## config.mk

```make
export PLATFORM = sky130hd
export DESIGN_NAME = serial_subtractor_flat
export DESIGN_NICKNAME = d
export VERILOG_FILES = /design/src/rtl/serial_subtractor_if.sv /design/src/rtl/serial_subtractor.sv /design/src/flat_wrapper.sv
export SDC_FILE = /design/constraint.sdc
export NUM_CORES = 1
export LEC_CHECK = 0
export ABC_AREA = 1
export CORE_MARGIN = 2
export CORE_UTILIZATION = 42
export CTS_CLUSTER_SIZE = 24
export DETAILED_ROUTE_END_ITERATION = 7
export PLACE_DENSITY = 0.73
export SLEW_MARGIN = 20
export SYNTH_ARGS = -nofsm -noshare
export SYNTH_HDL_FRONTEND = slang
export SYNTH_SLANG_ARGS = --single-unit
```

## constraint.sdc

```tcl
create_clock -name clk -period 2.9 [get_ports clk]
set_input_delay 0.29 -clock clk [delete_from_list [all_inputs] [get_ports clk]]
set_output_delay 0.29 -clock clk [all_outputs]
set_load 0.05 [all_outputs]
```

## src/rtl/serial_subtractor_if.sv

```systemverilog
// ---------------------------------------------------------------------------
// serial_subtractor_if
//   Groups the serial subtractor's request/result signals into one bundle.
//   The requester side drives the operands and the start strobe.
//   The subtractor side returns the status flags and the result.
//
//   Signals
//     start  request strobe, sampled by the subtractor only while idle
//     A      minuend
//     B      subtrahend
//     Bin    borrow-in
//     busy   operation in progress (BUSY or DONE)
//     done   one-cycle completion pulse
//     Diff   (A - B - Bin) mod 2^WIDTH
//     Bout   borrow-out, set when A < B + Bin
//
//   Modports
//     master  requester side (testbench or datapath controller)
//     slave   subtractor side
// ---------------------------------------------------------------------------
interface serial_subtractor_if #(
  parameter int WIDTH = 8
);
  logic             start;
  logic [WIDTH-1:0] A;
  logic [WIDTH-1:0] B;
  logic             Bin;
  logic             busy;
  logic             done;
  logic [WIDTH-1:0] Diff;
  logic             Bout;

  modport master (
    output start,
    output A,
    output B,
    output Bin,
    input  busy,
    input  done,
    input  Diff,
    input  Bout
  );

  modport slave (
    input  start,
    input  A,
    input  B,
    input  Bin,
    output busy,
    output done,
    output Diff,
    output Bout
  );
endinterface

```

## src/rtl/serial_subtractor.sv

```systemverilog
// ---------------------------------------------------------------------------
// serial_subtractor
//   Multi-cycle unsigned subtractor computing Diff = A - B - Bin, DIGIT bits
//   per clock, least-significant digit first.  The borrow between digits is
//   carried in a register, so only a DIGIT-bit borrow chain exists per cycle.
//
//   Operation
//     IDLE : a start request captures A, B and Bin into shift registers.
//     BUSY : N = WIDTH/DIGIT cycles, one digit of the difference per cycle.
//     DONE : one cycle with done=1; Diff/Bout were loaded on entry.
//   The result outputs only change on DONE entry (or reset), so they stay
//   valid while the next operation is running.
//
//   Parameters
//     WIDTH  operand / result width
//     DIGIT  bits processed per cycle; must divide WIDTH (DIGIT==WIDTH legal)
//
//   Ports
//     clk    rising-edge clock
//     rst_n  asynchronous active-low reset
//     bus    serial_subtractor_if.slave (start, A, B, Bin, busy, done,
//            Diff, Bout)
// ---------------------------------------------------------------------------
module serial_subtractor #(
  parameter int WIDTH = 8,
  parameter int DIGIT = 2
) (
  input  logic                clk,
  input  logic                rst_n,
  serial_subtractor_if.slave  bus
);

  // Number of BUSY cycles and width of the digit counter.  The counter keeps
  // at least one bit so the DIGIT==WIDTH (N=1) configuration stays legal.
  localparam int N     = WIDTH / DIGIT;
  localparam int CNT_W = (N > 1) ? $clog2(N) : 1;
  localparam logic [CNT_W-1:0] CNT_LAST = CNT_W'(N - 1);

  typedef enum logic [1:0] {
    ST_IDLE = 2'd0,
    ST_BUSY = 2'd1,
    ST_DONE = 2'd2
  } state_t;

  // -------------------------------------------------------------------------
  // State and datapath registers
  // -------------------------------------------------------------------------
  state_t             state_q, state_d;
  logic [WIDTH-1:0]   a_sh_q,  a_sh_d;
  logic [WIDTH-1:0]   b_sh_q,  b_sh_d;
  logic [WIDTH-1:0]   res_q,   res_d;
  logic               borrow_q, borrow_d;
  logic [CNT_W-1:0]   cnt_q,   cnt_d;
  logic [WIDTH-1:0]   diff_q,  diff_d;
  logic               bout_q,  bout_d;
  logic               busy_q,  busy_d;
  logic               done_q,  done_d;

  // -------------------------------------------------------------------------
  // Per-digit arithmetic
  // -------------------------------------------------------------------------
  logic [DIGIT-1:0]   a_dig_s;
  logic [DIGIT-1:0]   b_dig_s;
  logic [DIGIT:0]     dig_full_s;   // {borrow-out, digit difference}
  logic [DIGIT-1:0]   dig_s;
  logic               brw_s;
  logic [WIDTH-1:0]   res_nx_s;     // result register after shifting in dig_s

  // Current digit difference with borrow; the extra top bit of the
  // (DIGIT+1)-bit subtraction is the borrow into the next digit.
  always_comb begin
    a_dig_s    = a_sh_q[DIGIT-1:0];
    b_dig_s    = b_sh_q[DIGIT-1:0];
    dig_full_s = {1'b0, a_dig_s} - {1'b0, b_dig_s} - {{DIGIT{1'b0}}, borrow_q};
    dig_s      = dig_full_s[DIGIT-1:0];
    brw_s      = dig_full_s[DIGIT];
    // New digit enters at the top; after N shifts the first (LS) digit has
    // reached bit 0.  Written as shift/or so DIGIT==WIDTH needs no special case.
    res_nx_s   = (res_q >> DIGIT) | (WIDTH'(dig_s) << (WIDTH - DIGIT));
  end

  // Next-state, datapath and output-register logic for the IDLE/BUSY/DONE FSM
  always_comb begin
    state_d  = state_q;
    a_sh_d   = a_sh_q;
    b_sh_d   = b_sh_q;
    res_d    = res_q;
    borrow_d = borrow_q;
    cnt_d    = cnt_q;
    diff_d   = diff_q;
    bout_d   = bout_q;
    done_d   = 1'b0;

    case (state_q)
      ST_IDLE: begin
        if (bus.start) begin
          a_sh_d   = bus.A;
          b_sh_d   = bus.B;
          borrow_d = bus.Bin;
          res_d    = '0;
          cnt_d    = '0;
          state_d  = ST_BUSY;
        end else begin
          state_d  = ST_IDLE;
        end
      end

      ST_BUSY: begin
        a_sh_d   = a_sh_q >> DIGIT;
        b_sh_d   = b_sh_q >> DIGIT;
        res_d    = res_nx_s;
        borrow_d = brw_s;
        cnt_d    = cnt_q + CNT_W'(1);
        if (cnt_q == CNT_LAST) begin
          // Last digit: publish the full result and the final borrow.
          diff_d  = res_nx_s;
          bout_d  = brw_s;
          done_d  = 1'b1;
          cnt_d   = '0;
          state_d = ST_DONE;
        end else begin
          state_d = ST_BUSY;
        end
      end

      ST_DONE: begin
        // start is deliberately not sampled here; a new request is only
        // accepted once back in IDLE.
        state_d = ST_IDLE;
      end

      default: begin
        state_d = ST_IDLE;
      end
    endcase

    busy_d = (state_d != ST_IDLE);
  end

  // State, datapath and output registers with asynchronous clear
  always_ff @(posedge clk or negedge rst_n) begin
    if (!rst_n) begin
      state_q  <= ST_IDLE;
      a_sh_q   <= '0;
      b_sh_q   <= '0;
      res_q    <= '0;
      borrow_q <= 1'b0;
      cnt_q    <= '0;
      diff_q   <= '0;
      bout_q   <= 1'b0;
      busy_q   <= 1'b0;
      done_q   <= 1'b0;
    end else begin
      state_q  <= state_d;
      a_sh_q   <= a_sh_d;
      b_sh_q   <= b_sh_d;
      res_q    <= res_d;
      borrow_q <= borrow_d;
      cnt_q    <= cnt_d;
      diff_q   <= diff_d;
      bout_q   <= bout_d;
      busy_q   <= busy_d;
      done_q   <= done_d;
    end
  end

  // Drive the interface straight from registers
  assign bus.busy = busy_q;
  assign bus.done = done_q;
  assign bus.Diff = diff_q;
  assign bus.Bout = bout_q;

endmodule

```

## src/flat_wrapper.sv

```systemverilog
// flat-port wrapper written by rule: the top's interface ports become plain ports
module serial_subtractor_flat 
#(
  parameter int WIDTH = 8,
  parameter int DIGIT = 2
)
  (clk, rst_n, bus_start, bus_A, bus_B, bus_Bin, bus_busy, bus_done, bus_Diff, bus_Bout);
  serial_subtractor_if #(.WIDTH(WIDTH)) bus_i ();
  input  logic clk;
  input  logic rst_n;
  input wire logic [$bits(bus_i.start)-1:0] bus_start;
  input wire logic [$bits(bus_i.A)-1:0] bus_A;
  input wire logic [$bits(bus_i.B)-1:0] bus_B;
  input wire logic [$bits(bus_i.Bin)-1:0] bus_Bin;
  output wire logic [$bits(bus_i.busy)-1:0] bus_busy;
  output wire logic [$bits(bus_i.done)-1:0] bus_done;
  output wire logic [$bits(bus_i.Diff)-1:0] bus_Diff;
  output wire logic [$bits(bus_i.Bout)-1:0] bus_Bout;
  assign bus_i.start = bus_start;
  assign bus_i.A = bus_A;
  assign bus_i.B = bus_B;
  assign bus_i.Bin = bus_Bin;
  assign bus_busy = bus_i.busy;
  assign bus_done = bus_i.done;
  assign bus_Diff = bus_i.Diff;
  assign bus_Bout = bus_i.Bout;
  serial_subtractor #(.WIDTH(WIDTH), .DIGIT(DIGIT)) u_core (.clk(clk), .rst_n(rst_n), .bus(bus_i));
endmodule
```

# Word level (Yosys, flattened, before mapping)
# Cells that the tools add are included.
[classes]
n_eq_ne = 3
muxes = 16
n_reduce_logical = 5
addsub = 3
bitwise = 1
[ops]
columns = ["cell", "count"]
rows = [
  ["$pmux 8 s2", 3],
  ["$mux 8", 3],
  ["$or 6x8->8", 1],
  ["$pmux 2 s2", 2],
  ["$mux 2", 3],
  ["$mux 1", 4],
  ["$reduce_and 2->1", 2],
  ["$reduce_bool 2->1", 2],
  ["$sub 2x2->3", 1],
  ["$sub 3x1->3", 1],
  ["$add 2x1->2 const B", 1],
  ["$eq 2x1->1 const B", 1],
  ["$eq 2x2->1 const B", 1],
  ["$logic_not 2->1", 1],
  ["$ne 2x2->1 const B", 1],
  ["$pmux 1 s2", 1],
]
[totals]
elab_cells = 38
in_bits = 20
register_bits = 40
output_inout_bits = 11

# Logic depth before layout (Yosys ltp)
[logic_depth]
depth_word = 4
depth_mapped = 9
depth_no_buf = 9

# Least setup slack after synthesis
# Ideal clock, no wire load.
[synth_timing]
kind = "reg-to-reg"
start = "reg u_core.borrow_q"
end = "reg u_core.res_q[7]"
setup_time_ns = 0.126
slack_ns = 0.814
period_less_slack_ns = 2.086
required_time_ns = 2.774
arrival_time_ns = 1.959
path_stages_with_launch = 9
path_buffers = 0
path_cell_list = "dfrtp_1 -> inv_1 -> fa_1 -> inv_1 -> ha_1 -> or2_2 -> fa_1 -> nand2_1 -> o21ai_0"
[synth_via]
elab_chain_len = 3
[synth_rtl]
columns = ["element", "line_no", "text"]
rows = [
  ["from (decl)", "serial_subtractor.sv:52", "logic borrow_q, borrow_d;"],
  ["from (signal assigned)", "serial_subtractor.sv:158", "borrow_q <= borrow_d;"],
  ["$sub 3x1->3", "serial_subtractor.sv:74", "dig_full_s = {1'b0, a_dig_s} - {1'b0, b_dig_s} - {{DIGIT{1'b0}}, borrow_q};"],
  ["named net u_core.dig_full_s[1]", "serial_subtractor.sv:64", "logic [DIGIT:0] dig_full_s;"],
  ["$or 6x8->8", "serial_subtractor.sv:79", "res_nx_s = (res_q >> DIGIT) | (WIDTH'(dig_s) << (WIDTH - DIGIT));"],
  ["$pmux 8 s2", "serial_subtractor.sv:94", "case (state_q)"],
  ["to (signal assigned)", "serial_subtractor.sv:157", "res_q <= res_d;"],
  ["to (decl)", "serial_subtractor.sv:51", "logic [WIDTH-1:0] res_q, res_d;"],
]
# The timed path passes the listed nets, and every way through them passes these cells.
# A chain may end at the register's enable or synchronous reset.

# Worst setup path after layout
[layout_timing]
start = "reg u_core.borrow_q"
end = "reg u_core.borrow_q"
[layout_via]
elab_chain_len = 2
[layout_rtl]
columns = ["element", "line_no"]
rows = [
  ["$sub 3x1->3", "serial_subtractor.sv:74"],
  ["$pmux 1 s2", "serial_subtractor.sv:94"],
]
# Every way passes these cells.

==> qor.csv <==
stage;metric;value;unit
logic_synthesis;Avg Cell Area, Syn;8.50;um2
timing;Final Setup Violations;0;
setup_path;worst setup path startpoint;u_core.borrow_q;
timing;max_slew headroom;61.2;%
timing;Fin. Hold Viols;0;
layout;Final Non-Filler Cells;292;
setup_path;Worst EP required;3.14;ns
timing;min Tclk post-route;2.19;ns
timing;Worst-Margin Slew;0.583;ns
power;Int Power;1.40;mW
setup_path;Startpoint Class;flip-flop;
layout;number of diodes;0;
logic_synthesis;Synth warnings;0;
die;Core Area;0.00406;mm2
power;share of power burned in registers;35.2;%
placement;# port buffers;30;
run;MaxCap Viol Count;0;
power;Clock Power Share;13.7;%
layout;Finished Core Util;54.3;%
drt;Residual DRC;0;
clocking;Setup Fix Bufs, Post-CTS;0;
logic_synthesis;post-synthesis register bit count;37;
worst_hold_path;HP Class;primary input to asynchronous set/reset pin;
die;# rows;23;
timing;Peak Freq;456;MHz
setup_path;Worst EP arrival;2.43;ns
clocking;Root Driver;clkbuf_8;
drt;via count;1435;
power;Pwr Density;1170;mW/mm2
logic_synthesis;Synth top area share;51.4;%
drt;antenna viol nets, final;0;
drt;WL/cell;12.0;um
clocking;TritonCTS clock tree;done;
logic_synthesis;ys flop type;dfrtp_1;
clocking;Clock Pin Slew Worst Setup and Hold Paths;0.07;ns
global_routing;Tot GR Track Use;16.2;%
logic_synthesis;Post-synth EDFFs;0;
timing;Final Cycle Share;75.7;%
power;switching pwr;1.18;mW
die;Die Span Y;69.5;um
clocking;CTS Buf Count;5;
layout;FILL cells;404;
logic_synthesis;mapped cell area;0.00180;mm2
logic_synthesis;Seq/Total Area, Yosys;51.4;%
setup_path;reg-to-reg endpoint;u_core.borrow_q;
timing;unrepaired setup endpoints after global routing;no;
setup_path;Setup crit end;u_core.borrow_q;
die;Starting Density;44.4;%
clocking;cts hold-fix bufs;0;
clocking;clock latency on the worst-skew pair;0.30;ns
logic_synthesis;Syn Nets;237;
die;Die X;69.5;um
layout;Final #Nets;266;
power;Switching Fraction;45.6;%
clocking;CTS Sinks;37;
setup_path;Reg2Reg Setup Slack;0.71;ns
drt;Iter 0 DRT Violations;52;
placement;dpl hpwl;2350;um
logic_synthesis;most common cell in the netlist;nand2_1;
setup_path;crit path kind;flip-flop to flip-flop;
clocking;H-tree levels;2;
layout;Layout area overhead;22.3;%
global_routing;initial antenna violation count;0;
global_routing;largest net degree at the start of global routing;38;
drt;routed wire length;3520;um
layout;layout cells sized above 1;10.3;%
timing;Setup Skew;0.00622;ns
setup_path;worst reg2reg startpoint;u_core.borrow_q;
power;VDD IR-drop max;0.423;mV
drt;drt first pass iters;4;
global_routing;remaining global-route overflow;0;
timing;Slew Viols, Final;0;
setup_path;Reg2Reg Depth;9;
power;overall power;2.58;mW
logic_synthesis;largest area contributor in the netlist;dfrtp_1;
logic_synthesis;synth cell count leaders;nand2_1 (54), nand3_1 (42), dfrtp_1 (37);
clocking;CTS max path bufs;2;
power;P_leak;1.13;nW
logic_synthesis;asr flop ratio synth;100;%
status;status;complete, no violations;
placement;Final Wtd Congestion;0.757;
setup_path;endpoint class of the critical path;flip-flop;
die;die area;0.00483;mm2
logic_synthesis;Synth area leaders;dfrtp_1 (51%), nand3_1 (12%), nand2_1 (11%);
drt;Vias/cell;4.91;
logic_synthesis;Netlist cell types;22;
power;logic gate share of total power;51.2;%
setup_path;crit path max fanout;2;
die;IO Pins;31;
clocking;post_cts resized;0;
timing;total negative slack;0;ns
global_routing;first-pass GRT wire length;6150;um
logic_synthesis;Mapped Cells;212;
global_routing;vias in the first global route;1389;
placement;Placed Cells;284;
==> sequential cells by signal, summed over array words and instances (netlist names) <==
| signal | flops |
|---|---|
| u_core.bus.Diff | 8 |
| u_core.res_q | 6 |
| u_core.bus.done | 1 |
| u_core.bus.busy | 1 |
| u_core.state_q | 1 |
| u_core.b_sh_q | 8 |
| u_core.bus.Bout | 1 |
| u_core.a_sh_q | 8 |
| u_core.cnt_q | 2 |
| u_core.borrow_q | 1 |
==> stage by stage <==
stage	area (um2)	hold WS, ns	worst slack, ns
2_1_floorplan	1800	-0.00559	0.814
3_3_place_gp	2120	0.462	0.766
3_5_place_dp	2120	0.470	0.706
4_1_cts	2200	0.428	0.686
5_1_grt	2200	0.473	0.587
6_report	2200	0.408	0.706
==> how the worst min path moves through the flow <==
| stage | from | endpoint | slack [ns] | depth (start not counted) |
|---|---|---|---|---|
| 5_1_grt | rst_n | u_core.bus.Diff[0] | 0.47 | 2 |
| 4_1_cts | rst_n | u_core.bus.Diff[1] | 0.43 | 2 |
| 6_report | rst_n | u_core.bus.Diff[1] | 0.41 | 2 |
| 3_3_place_gp | u_core.bus.Diff[4] | u_core.bus.Diff[4] | 0.46 | 2 |
| 2_1_floorplan | rst_n | u_core.a_sh_q[0] | -0.006 | 0 |
| 3_5_place_dp | u_core.bus.Diff[6] | u_core.bus.Diff[6] | 0.47 | 2 |
==> kinds of logic after synthesis <==
| family | count (synthesis) | synth area share (%) |
|---|---|---|
| compound gates | 17 | 6.04 |
| xor+xnor | 1 | 0.486 |
| fa+ha+maj | 5 | 4.31 |
| buf+inv | 48 | 11.4 |
| flops | 37 | 51.4 |
| simple gates | 104 | 26.4 |
==> worst max-delay path, stage by stage (launching register included) <==
cell and delay, ns:
dfrtp_1 0.35, inv_1 0.06, fa_1 0.56, inv_1 0.05
ha_1 0.16, or2_2 0.28, fa_1 0.41, nand3_1 0.10
nand3_1 0.08, nand2_1 0.08
==> power by group through the flow <==
stage,clock network (mW),registers (mW),logic [mW]
finish,0.352,0.907,1.32
global route,0.385,0.933,1.49
CTS,0.364,0.906,1.34
detailed placement,0,0.914,1.34
global placement,0,0.902,1.29
floorplan,0,1.06,0.866
==> layout by cell type, fill, tap and decap left out <==
| cell type | instances |
|---|---|
| buf_4 | 2 |
| clkbuf_8 | 5 |
| clkdlybuf4s50_1 | 30 |
| clkinv_2 | 2 |
| clkinvlp_4 | 1 |
| dfrtp_1 | 37 |
| fa_1 | 2 |
| ha_1 | 3 |
| inv_1 | 36 |
| inv_2 | 2 |
| nand2_1 | 54 |
| nand2_2 | 2 |
| nand2_4 | 2 |
| nand3_1 | 42 |
| nor2_1 | 1 |
| nor2_2 | 1 |
| nor2_4 | 1 |
| o21ai_0 | 4 |
| o21ai_1 | 6 |
| o21ai_2 | 6 |
| o22ai_1 | 1 |
| or2_2 | 1 |
| xor2_1 | 1 |
==> metal layers <==
layer	up-vias	global-route usage, %	wire length, um
met5	-	0	0
met4	0	11.1	106
met3	11	3.63	180
met2	39	24.8	1620
met1	673	20.3	1610
li1	712	-	-
==> area by class of cell <==
cell class / instances / area [um2] / share of cell area (%)
flip-flops and latches: 37 / 926 / 42.0
well taps: 50 / 62.6 / 2.84
inverters: 38 / 143 / 6.47
multi-input cells: 127 / 671 / 30.4
clock inverters: 3 / 17.5 / 0.795
repair buffers: 32 / 315 / 14.3
clock buffers: 5 / 68.8 / 3.12
No activity file was read; power rests on OpenSTA's default activity.
